$ cat src/rtl/mem_copy_engine.sv
// Word-granular memory copy / pattern-fill engine driving a single-port data memory.
// Copy alternates READ and WRITE per word; fill issues back-to-back WRITEs.
module mem_copy_engine #(
  parameter int unsigned LEN_W  = 7,
  parameter int unsigned ADDR_W = 32
) (
  input  logic              clk_i,
  input  logic              rst_ni,
  input  logic              start_i,
  input  logic              fill_i,
  input  logic [ADDR_W-1:0] src_i,
  input  logic [ADDR_W-1:0] dst_i,
  input  logic [LEN_W-1:0]  len_i,
  input  logic [31:0]       pattern_i,
  output logic [ADDR_W-1:0] mem_a_o,
  output logic [31:0]       mem_wd_o,
  output logic              mem_write_ena_o,
  input  logic [31:0]       mem_rd_i,
  output logic              busy_o,
  output logic              done_o,
  output logic [LEN_W-1:0]  count_o
);

  typedef enum logic [1:0] {StIdle, StRead, StWrite, StDone} state_e;

  localparam logic [ADDR_W-1:0] WordStep  = ADDR_W'(4);
  localparam logic [ADDR_W-1:0] AlignMask = ~ADDR_W'(3);

  state_e            state_q;
  logic [ADDR_W-1:0] src_q, dst_q;
  logic [LEN_W-1:0]  rem_q, count_q;
  logic              fill_q;
  logic [31:0]       pat_q, buf_q;

  always_ff @(posedge clk_i or negedge rst_ni) begin
    if (!rst_ni) begin
      state_q <= StIdle;
      src_q   <= '0;
      dst_q   <= '0;
      rem_q   <= '0;
      count_q <= '0;
      fill_q  <= 1'b0;
      pat_q   <= '0;
      buf_q   <= '0;
    end else begin
      unique case (state_q)
        StIdle: begin
          if (start_i) begin
            src_q   <= src_i & AlignMask;
            dst_q   <= dst_i & AlignMask;
            rem_q   <= len_i;
            count_q <= '0;
            fill_q  <= fill_i;
            pat_q   <= pattern_i;
            if (len_i == '0)  state_q <= StDone;
            else if (fill_i)  state_q <= StWrite;
            else              state_q <= StRead;
          end
        end
        StRead: begin
          buf_q   <= mem_rd_i;
          state_q <= StWrite;
        end
        StWrite: begin
          // Pointers wrap naturally at 2^ADDR_W.
          src_q   <= src_q + WordStep;
          dst_q   <= dst_q + WordStep;
          rem_q   <= rem_q - LEN_W'(1);
          count_q <= count_q + LEN_W'(1);
          if (rem_q == LEN_W'(1)) state_q <= StDone;
          else if (fill_q)        state_q <= StWrite;
          else                    state_q <= StRead;
        end
        StDone: state_q <= StIdle;
        default: state_q <= StIdle;
      endcase
    end
  end

  // Outputs decode registered state only, so they drop with the async reset.
  always_comb begin
    mem_a_o         = '0;
    mem_wd_o        = '0;
    mem_write_ena_o = 1'b0;
    unique case (state_q)
      StRead:  mem_a_o = src_q;
      StWrite: begin
        mem_a_o         = dst_q;
        mem_wd_o        = fill_q ? pat_q : buf_q;
        mem_write_ena_o = 1'b1;
      end
      default: ;
    endcase
  end

  assign busy_o  = (state_q != StIdle);
  assign done_o  = (state_q == StDone);
  assign count_o = count_q;

endmodule

$ cat config.mk
export PLATFORM = sky130hd
export DESIGN_NAME = mem_copy_engine
export DESIGN_NICKNAME = d
export VERILOG_FILES = /design/src/rtl/mem_copy_engine.sv
export SDC_FILE = /design/constraint.sdc
export NUM_CORES = 1
export LEC_CHECK = 0
export BUFFER_PORTS_ARGS = -buffer_cell sky130_fd_sc_hd__buf_2
export CORE_MARGIN = 3
export CORE_UTILIZATION = 40
export DETAILED_ROUTE_END_ITERATION = 10
export GPL_TIMING_DRIVEN = 0
export PLACE_DENSITY = 0.64
export SLEW_MARGIN = 20
export SYNTH_ARGS = -nofsm -noshare
export SYNTH_HDL_FRONTEND = slang
export SYNTH_SLANG_ARGS = --single-unit
$ cat constraint.sdc
create_clock -name clk_i -period 2.3 [get_ports clk_i]
set_input_delay 0.46 -clock clk_i [delete_from_list [all_inputs] [get_ports clk_i]]
set_output_delay 0.46 -clock clk_i [all_outputs]
set_load 0.01 [all_outputs]
**Word-level counts from Yosys, hierarchy flattened**

Index checks and enable logic that the tools add are counted.
Widths: inputs -> output; s select.

- Add/subtract/negate cells: 4
- Equal/unequal tests: 5
- Multiplexer cells: 18
- Reduce and logical (&&, ||, !) cells: 6

Operators by type and width:

| kind | number |
|---|---|
| $pmux 32 s2 | 3 |
| $mux 32 | 4 |
| $add 32x3->32 const B | 2 |
| $pmux 7 s2 | 2 |
| $mux 7 | 2 |
| $mux 2 | 5 |
| $pmux 2 s4 | 1 |
| $add 7x1->7 const B | 1 |
| $eq 7x1->1 const B | 1 |
| $logic_not 7->1 | 1 |
| $sub 7x1->7 const B | 1 |
| $eq 2x2->1 const B | 2 |
| $reduce_and 2->1 | 2 |
| $reduce_bool 2->1 | 2 |
| $eq 2x1->1 const B | 1 |
| $logic_not 2->1 | 1 |
| $ne 2x2->1 const B | 1 |
| $mux 1 | 1 |

- Bits in registers: 145
- Input bits: 139
- Output and inout bits: 74
- Logic and storage cells: 41

**Logic depth before layout (Yosys ltp)**

Gate-level depths: netlist of the first run.

- Word-level depth: 4
- Depth in mapped cells: 9
- Gate-level depth less buffers: 7

**Worst setup path after synthesis of the first run**

Ideal clock, no wire load.

- Path type: register to output
- Start point: register state_q[0]
- End point: output mem_a_o[2]
- Data arrival time: 1859 ps
- Data required time: 1840 ps
- Setup slack: -19 ps
- Cell stages (with the launch flop): 8
- Buffers on the path: 3
- Cells stage by stage: dfrtp_1 inv_1 ha_1 buf_2 clkbuf_1 clkbuf_1 nand2_1 a21boi_0

- Longest elaborated chain between the ends: 2
- Elaborated cells between the ends (all ways): 3
- Those cells by class: eq/ne: 2; mux: 1

Ends and longest elaborated chain:

| what | line | text |
|---|---|---|
| from (decl) | 29 | `state_e state_q;` |
| from (signal assigned) | 37 | `state_q <= StIdle;` |
| from (signal assigned) | 55 | `if (len_i == '0) state_q <= StDone;` |
| from (signal assigned) | 56 | `else if (fill_i) state_q <= StWrite;` |
| $eq 2x2->1 or $eq 2x1->1 (tied branches) | 85 | `unique case (state_q)` |
| $pmux 32 s2 * | 85 |  |
| to (decl) | 15 | `output logic [ADDR_W-1:0] mem_a_o,` |

Every way passes the cells marked *; elsewhere a longest branch is shown, timed or not.

**Worst setup path after layout of the first run**

- Start point: register state_q[1]
- End point: output mem_a_o[15]

The elaborated chain is that of the path after synthesis.

==> run summary, run 1 <==
Status - finished with violations
Failing checks - negative setup slack
DP Area - 9560 um2
Hold Path Sink - pat_q[9]
Synth Area in XOR/XNOR - 0%
Clock power frac - 16.0%
Fmax achieved - 418 MHz
Via count - 8,090
Worst r2r path cells - 8
Sequential area share after synthesis - 43.3%
Hold depth - 2
Drt drc - 0
Synthesized-area fraction occupied by adder cells - 1.53%
DP HPWL - 20.7 mm
Number of buffers created by CTS - 17
Max_slew headroom - 45.5%
Hold WC Path Type - in -> reg
Max Buffers Root-to-Sink - 2
Clock Sinks - 141
Vias per cell - 5.83
Area growth syn-to-layout - 34.5%
CP startpoint kind - register
Total Routing Usage GR - 26.1%
Sw Share - 45.0%
Largest family of logic cells by synthesized area - simple AND/OR/NAND/NOR gates
Share of cells above drive strength 1 - 39.4%
Area leader, netlist - dfrtp_1
Synth unique cells - 65
Core area - 19,700 um2
Compound-Gate Fraction of Synth Area - 16.9%
Final net count - 1,257
CP max FO - 7
Global route total overflow - 0
CTS tree - done
Mux share of post-synthesis cell area - 15.9%
Crit share post-route - 104%
Tmin final - 2390 ps
PnR worst setup slack - -90.7 ps
Count leader, synth - dfrtp_1
Reg area - 3530 um2
First-pass DRT Iterations - 6
FILL cells - 1,770
CP Cell Sequence - ha_4, clkbuf_16, clkbuf_16, buf_6, a22oi_2, nor2b_1, buf_2
R2R Path Start - state_q[0]
# rows - 51
Combinational fraction of design power - 54.7%
Arr. time, crit path - 1930 ps
Slew @ Worst Pin - 817 ps
# Max-Cap Violations - 0
Most used cell, CP - clkbuf_16
Mapped Area - 8150 um2
Buffers added on ports - 206
Top_reg_cell synth - dfrtp_1
Worst-path clk slew - 70 ps
HP Start - pattern_i[9]
Global-route wire length before repair - 44.5 mm
CP max stage cell - dfrtp_1
Initial antenna violation count - 5
Worst-Skew Late Latency - 430 ps
Synth area leaders - dfrtp_1 43%, mux2_2 9.0%, mux2i_1 6.9%
Drt initial violations - 576
Reg power frac - 29.2%
Syn Area/Cell - 9.58 um2
Critical Path End Type - primary output
R2R setup slack - 0 ps
Final ANT Viol Nets - 0
Final wirelength - 29.5 mm
Capture point of the worst reg-to-reg path - dst_q[30]
Post-synth top cells - 141 x dfrtp_1, 65 x mux2_2, 61 x nand2_1, 61 x nor2_1, 56 x mux2i_1
CTS root buf - clkbuf_16
DIE HEIGHT - 149 um
Leakage - 5.00 nW
Sw power - 7.85 mW
YS warnings - 0
Initial Utilization - 41.3%
Final Core Density - 55.6%
Full die area - 22,100 um2
Hold Worst Slack - 252 ps
Yosys reg bits - 141
Cell count after synthesis - 851
CTS H-Tree Depth - 4
Worst VDD drop - 0.786 mV
I/O pins - 213
Final Hold Viols - 0
RSZ-0062 raised after global routing - yes
Setup Total Neg Slack - -1110 ps
EDFF count, synth - 0
Routability cong. - 0.920
Largest stage delay, worst path - 440 ps
CP Class - reg -> out
# setup viols final - 41
PD cells - 1590 nW/um2
Multi-input combinational cell area - 4530 um2
Synth Area in Simple Gates - 18.3%
WL/cell - 21.3 um
Worst EP required - 1840 ps
Die width - 149 um
Cell area after layout - 11,000 um2
Final clock skew - 6.70 ps
Ys async rst share - 100%
Number of global-route vias before repair - 8,049
Top cell type's share of synthesized area - 43.3%
Pint - 9.60 mW
Pin count of the biggest net entering global routing - 83
Slew Limit Fails - 0
how the worst max path moves through the flow:
stage / start / end / slack [ps] / depth (start not counted)
final: state_q[1] / mem_a_o[15] / -90 / 7
after CTS: state_q[0] / mem_a_o[30] / -160 / 8
after global placement: rst_ni / buf_q[23] / -1450 / 1
after global routing: state_q[0] / mem_a_o[4] / -140 / 8
after detailed placement: state_q[0] / src_q[31] / -780 / 8
after floorplan: state_q[0] / mem_a_o[30] / 10 / 7
final cells by class:
type                            instances  share of cell area (%)
Tap cell                              265                    3.02
Multi-Input combinational cell        629                    41.3
Clock inverter                         15                    1.54
Timing Repair Buffer                  241                    12.5
Clock buffer                           17                    3.88
Buffer                                 63                    5.01
Sequential cell                       141                    32.2
Antenna cell                            2                  0.0456
Inverter                               15                   0.559
metrics by stage:
step / worst slack (ps) / total power, mW / std cells
global route: -142 / 18.4 / 1387
detailed placement: -779 / 12.9 / 1324
global placement: -1450 / 12.8 / 1323
floorplan: 11.8 / 10.0 / 852
CTS: -155 / 16.9 / 1376
finish: -90.7 / 17.4 / 1388
cell usage in the layout, fill, tap and decap left out, drive strengths merged, types with 6 or more instances in the layout:
cell    Yosys  final
and2        7      7
a31oi      11     11
o211ai      6      6
inv        14     23
nor3       14     14
dfrtp     141    141
nor2       61     61
mux2       65     65
nand3      36     36
nand2      61     61
clkbuf     47     56
o21ai      44     44
buf        20    264
a22oi      31     31
nand4      21     21
and3       18     18
or3         6      6
o22ai      26     26
ha         10     10
nor2b      29     29
and4        7      7
a21oi      54     54
or4         6      6
mux2i      56     56
repair_timing:
action	CTS	global route
setup endpoints to repair	135	127
gates cloned	1	1
hold buffers	1	0
endpoints found under the hold margin	40	0
setup buffers	20	12
pin swaps	5	10
resized for setup	127	51
power groups by stage:
stage / sequential, mW / combinational (mW) / clock (mW)
2_1_floorplan: 4.61 / 5.42 / 0
3_3_place_gp: 4.96 / 7.81 / 0
3_5_place_dp: 5.00 / 7.93 / 0
4_1_cts: 5.03 / 9.06 / 2.83
5_1_grt: 5.24 / 10.3 / 2.94
6_report: 5.10 / 9.55 / 2.80
flip-flops by register name (all words and copies together) (netlist names):
register / cells
state_q: 2
fill_q: 1
buf_q: 32
rem_q: 7
src_q: 30
dst_q: 30
count_o: 7
pat_q: 32
per-layer routing:
layer	global-route usage, %	share of wire (%)	vias up
li1	-	-	3677
met4	10.3	3.8	8
met1	33.2	39	3852
met3	9.39	12	89
met5	0	0.14	-
met2	40.9	45	464
critical path, delay by kind of cell, from the launching register on:
family          cells  cell delay [ps]
flops               1              440
simple gates        1               70
fa+ha+maj           1              230
compound gates      1              180
buf+inv             4              590
logic make-up (layout without fill, tap and decap cells):
family          after synthesis  after routing
other cells                   1              4
buf+inv                      82            351
flops                       141            141
mux                         121            121
compound gates              216            216
fa+ha+maj                    10             10
simple gates                280            280
(Power assumes the default switching activity.)
==> run 2, diff against run 1 <==
ABC_CLOCK_PERIOD_IN_PS = 2660   (was default)
CAP_MARGIN = 20   (was default)
clock period = 2.66 ns   (was 2.3 ns; I/O delays follow)
==> run 2 against run 1 <==
Compared with the run above: the flow still finishes with violations (negative setup slack); combinational power decreased by 23%; final cell count decreased by 2.0%; non-clock buffer count decreased by 26; sequential power decreased by 15%; die area unchanged; routed wire length decreased by 2.5%; register-to-register slack improved by 120 ps; highest routed layer unchanged; via count decreased by 2.5%; final area decreased by 5.1%.
==> run summary, run 2 (synthesis results as in run 1) <==
Combinational fraction of design power - 52.0%
Clock power frac - 17.5%
Drt drc - 0
Hold Buf Count CTS - 0
Share of cells above drive strength 1 - 33.9%
Core area - 19,700 um2
CP max FO - 10
RSZ-0062 raised after global routing - yes
Worst VDD drop - 0.556 mV
CTS tree - done
Largest stage delay, worst path - 410 ps
CP Class - reg -> out
Clock Sinks - 141
Final ANT Viol Nets - 0
Worst r2r path cells - 9
I/O pins - 213
Crit share post-route - 100%
WL/cell - 21.1 um
Tmin final - 2670 ps
Failing checks - negative setup slack
CP Cell Sequence - inv_1, ha_2, buf_2, a22oi_1, nor2b_1, buf_2
Buffers added on ports - 206
Most frequent cells in the layout - 215 x buf_2, 141 x dfrtp_1, 65 x mux2_2, 61 x nand2_1, 60 x nor2_1
Fmax achieved - 374 MHz
Status - finished with violations
Total chip power - 14.2 mW
First-pass DRT Iterations - 5
CTS H-Tree Depth - 4
Top delay family on crit path - buffers and inverters
Drt initial violations - 735
# setup viols final - 1
Top flop regs - buf_q: 32 flops, pat_q: 32 flops
DP HPWL - 21.0 mm
Number of global-route vias before repair - 7,749
Area growth syn-to-layout - 27.6%
Most used cell, CP - buf_2
Final net count - 1,231
Worst-path clk slew - 70 ps
Final wirelength - 28.8 mm
Full die area - 22,100 um2
Max Buffers Root-to-Sink - 2
Initial antenna violation count - 4
Via count - 7,884
Routability cong. - 0.938
CP Buf/Inv Count - 3
Vias per cell - 5.80
Leakage - 4.76 nW
Die width - 149 um
Arr. time, crit path - 2140 ps
Slew @ Worst Pin - 799 ps
Cell area after layout - 10,400 um2
PnR worst setup slack - -12.2 ps
Max_slew headroom - 46.4%
Hold Worst Slack - 1.55 ps
CP max stage cell - dfrtp_1
Sw Share - 45.4%
Pint - 7.76 mW
Critical Path End Type - primary output
Final Core Density - 52.8%
CP startpoint kind - register
Number of buffers created by CTS - 17
Final clock skew - 7.02 ps
Sw power - 6.44 mW
Final Hold Viols - 0
Worst EP required - 2130 ps
Total Routing Usage GR - 25.6%
CTS root buf - clkbuf_16
Global route total overflow - 0
Worst-Skew Late Latency - 430 ps
R2R Path Start - state_q[0]
PD cells - 1370 nW/um2
# rows - 51
WP depth - 6
Critical Path Start - state_q[1]
DP Area - 9560 um2
Most common cell after layout, fill and taps aside - buf_2
Global-route wire length before repair - 43.3 mm
Initial Utilization - 41.3%
Pin count of the biggest net entering global routing - 92
N_diodes - 0
Slew Limit Fails - 0
# Max-Cap Violations - 0
Reg power frac - 30.5%
Hold WC Path Type - in -> async
DIE HEIGHT - 149 um
Pre-CTS setup slack - -391 ps
## run 2: metal layers
layer | GRT usage, % | vias to the layer above | share of wire, %
met5 | 0 | - | 0.12
met3 | 9.27 | 63 | 12
met1 | 32.8 | 3753 | 40
met4 | 8.15 | 8 | 2.5
met2 | 40.6 | 441 | 46
li1 | - | 3619 | -
## run 2: per-stage QoR
step           cells  setup TNS [ps]
2_1_floorplan    852               0
3_3_place_gp    1323         -188720
3_5_place_dp    1324          -22900
4_1_cts         1356               0
5_1_grt         1360           -85.1
6_report        1360           -12.2
## run 2: worst paths after layout
kind	endpoint	slack (ps)
worst min-delay path	dst_q[8]	2
worst max-delay path	mem_a_o[24]	-10
max in group asynchronous	pat_q[3]	1830
worst max register to register	dst_q[30]	120
worst min register to register	buf_q[31]	510
min in group clk_i	buf_q[10]	330
## run 2: what timing repair did
action | 4_1_cts | 5_1_grt
setup endpoints to repair | 126 | 53
buffers inserted | 1 | 4
gates resized for setup | 58 | 24
## run 2: final cells by class
| type | instances | area, um2 |
|---|---|---|
| multi-input combinational | 629 | 4330 |
| timing repair buffer | 212 | 1110 |
| inverter | 15 | 61.3 |
| buffer | 66 | 432 |
| fill | 1850 | 9310 |
| clock buffer | 17 | 425 |
| tap | 265 | 332 |
| sequential | 141 | 3530 |
| clock inverter | 15 | 184 |
## run 2: power by group through the flow
stage	clock network [mW]	registers, mW	logic, mW
CTS	2.53	4.30	7.19
floorplan	0	3.99	4.69
detailed placement	0	4.33	6.88
finish	2.49	4.33	7.38
global route	2.62	4.47	8.01
global placement	0	4.29	6.77
## run 2: worst register-to-register path: stages (launching register included)
cell      delay [ps]
dfrtp_1          420
inv_2             90
ha_2             190
buf_6            150
buf_4            160
nand4_4          150
nor3_4           450
nand4_4          220
or4_1            510
o211ai_1         120
==> run 3, diff against run 2 <==
REMOVE_ABC_BUFFERS = 1   (was default)
==> run 3 against run 2 <==
Compared with the run above: the run now ends clean; routed wire length is 18% lower; non-clock buffer count is 53 lower; worst setup slack better by 190 ps; worst hold slack better by 20 ps; clock skew is 3.7 ps higher; flip-flop and latch count stayed put; total power is 3.9% lower; critical path type unchanged; largest cell class unchanged; largest power group unchanged; highest routed layer unchanged.
==> run summary, run 3 (synthesis results as in run 1) <==
Die width - 149 um
Area growth syn-to-layout - 26.6%
Number of buffers created by CTS - 17
Met3 global-route usage - 6.62%
CP max FO - 17
# setup viols final - 0
Status - completed
Clock Sinks - 141
Top delay family on crit path - buffers and inverters
Full die area - 22,100 um2
Critical Path End Type - primary output
Tmin final - 2490 ps
I/O pins - 213
Hold Buf Count CTS - 0
Max_slew headroom - 45.9%
CTS H-Tree Depth - 4
Most crowded layer after global routing - met2
RSZ-0062 raised after global routing - no
Slew Limit Fails - 0
PnR worst setup slack - 173 ps
DP Area - 9500 um2
Drt drc - 0
R2R setup slack - 200 ps
Pin count of the biggest net entering global routing - 83
CP Class - reg -> out
Top flop regs - buf_q: 32 flops, pat_q: 32 flops
Drt initial violations - 387
CTS root buf - clkbuf_16
Final clock skew - 10.7 ps
Met1 global-route usage - 28.4%
Worst r2r path cells - 9
Most common cell after layout, fill and taps aside - buf_2
Routability cong. - 0.830
Initial antenna violation count - 3
Global route total overflow - 0
Worst EP required - 2130 ps
Fmax achieved - 402 MHz
Worst VDD drop - 0.690 mV
Number of global-route vias before repair - 7,166
Initial Utilization - 41.3%
Worst-path clk slew - 70 ps
# rows - 51
Pre-CTS setup slack - -1010 ps
Worst-Skew Late Latency - 430 ps
R2R Path Start - state_q[0]
Crit share post-route - 93.5%
N_diodes - 0
Capture point of the worst reg-to-reg path - dst_q[30]
Met2 Track Usage GR - 33.7%
Final Hold Viols - 0
Share of cells above drive strength 1 - 33.1%
Cell area after layout - 10,300 um2
Arr. time, crit path - 1960 ps
Final Core Density - 52.3%
CTS tree - done
Leakage - 4.66 nW
Largest stage delay, worst path - 440 ps
Hold WC Path Type - in -> async
Final wirelength - 23.7 mm
Max Buffers Root-to-Sink - 2
CP Buf/Inv Count - 3
Global-route wire length before repair - 37.6 mm
Final ANT Viol Nets - 0
Via count - 7,302
Buffers added on ports - 206
Vias per cell - 5.59
DIE HEIGHT - 149 um
Slew @ Worst Pin - 809 ps
Core area - 19,700 um2
PD cells - 1320 nW/um2
WL/cell - 18.1 um
First-pass DRT Iterations - 5
# Max-Cap Violations - 0
CP max stage cell - dfrtp_1
Most frequent cells in the layout - 205 x buf_2, 140 x dfrtp_1, 64 x mux2_2, 60 x nor2_1, 59 x nand2_1
DP HPWL - 15.6 mm
CP Cell Sequence - inv_2, ha_4, clkbuf_16, a22oi_1, nor2b_1, buf_2
Total Routing Usage GR - 21.1%
Final net count - 1,178
CP startpoint kind - register
-- run 3: cell types whose count changed in the layout (fill, tap and decap cells not counted), moves of 3 or more --
cell / delta
clkbuf_1: -22
clkbuf_2: -12
buf_2: -10
buf_12: +8
buf_4: -7
inv_8: -6
buf_16: +3
buf_8: -3
clkbuf_8: -3
ha_4: +3
-- run 3: how the worst max path moves through the flow --
stage                     from    endpoint  depth (start not counted)
floorplan           state_q[0]   src_q[31]                          6
global route        state_q[0]   dst_q[20]                         10
global placement    state_q[0]   src_q[31]                          6
CTS                 state_q[0]   src_q[22]                          8
detailed placement  state_q[0]   src_q[22]                          7
finish              state_q[1]  mem_a_o[9]                          6
-- run 3: through the flow --
stage	power, mW	hold WS (ps)	std cells	TNS, ps
2_1_floorplan	8.47	236	785	-291590
3_3_place_gp	10.3	489	1256	-863160
3_5_place_dp	10.8	493	1264	-33240
4_1_cts	13.6	36.9	1303	0
5_1_grt	14.7	40.5	1307	0
6_report	13.7	21.4	1307	0
-- run 3: layout make-up --
type                            instances  area (um2)
Clock inverter                         13         153
Clock buffer                           19         453
Tap cell                              265         332
Sequential cell                       141        3530
Timing Repair Buffer                  225        1390
Inverter                               15        82.6
Multi-Input combinational cell        629        4380
Fill cell                            1808        9400
-- run 3: routing by layer --
layer,vias up,share of wire (%)
met3,22,8.7
met4,6,1.0
met1,3501,44
met5,-,0.15
li1,3498,-
met2,275,46
-- run 3: power by group --
part / leakage (nW) / switching, mW / internal (mW)
logic: 2.70 / 3.50 / 3.16
registers: 1.67 / 1.24 / 3.25
clock network: 0.294 / 1.04 / 1.46
total: 4.66 / 5.78 / 7.88
-- run 3: what timing repair did --
item                                    CTS  global route
gates resized for setup                   7             3
endpoints found under the hold margin     0             0
setup buffers                             7             4
pin swaps                                 2             2
endpoints found under the setup margin  110            17
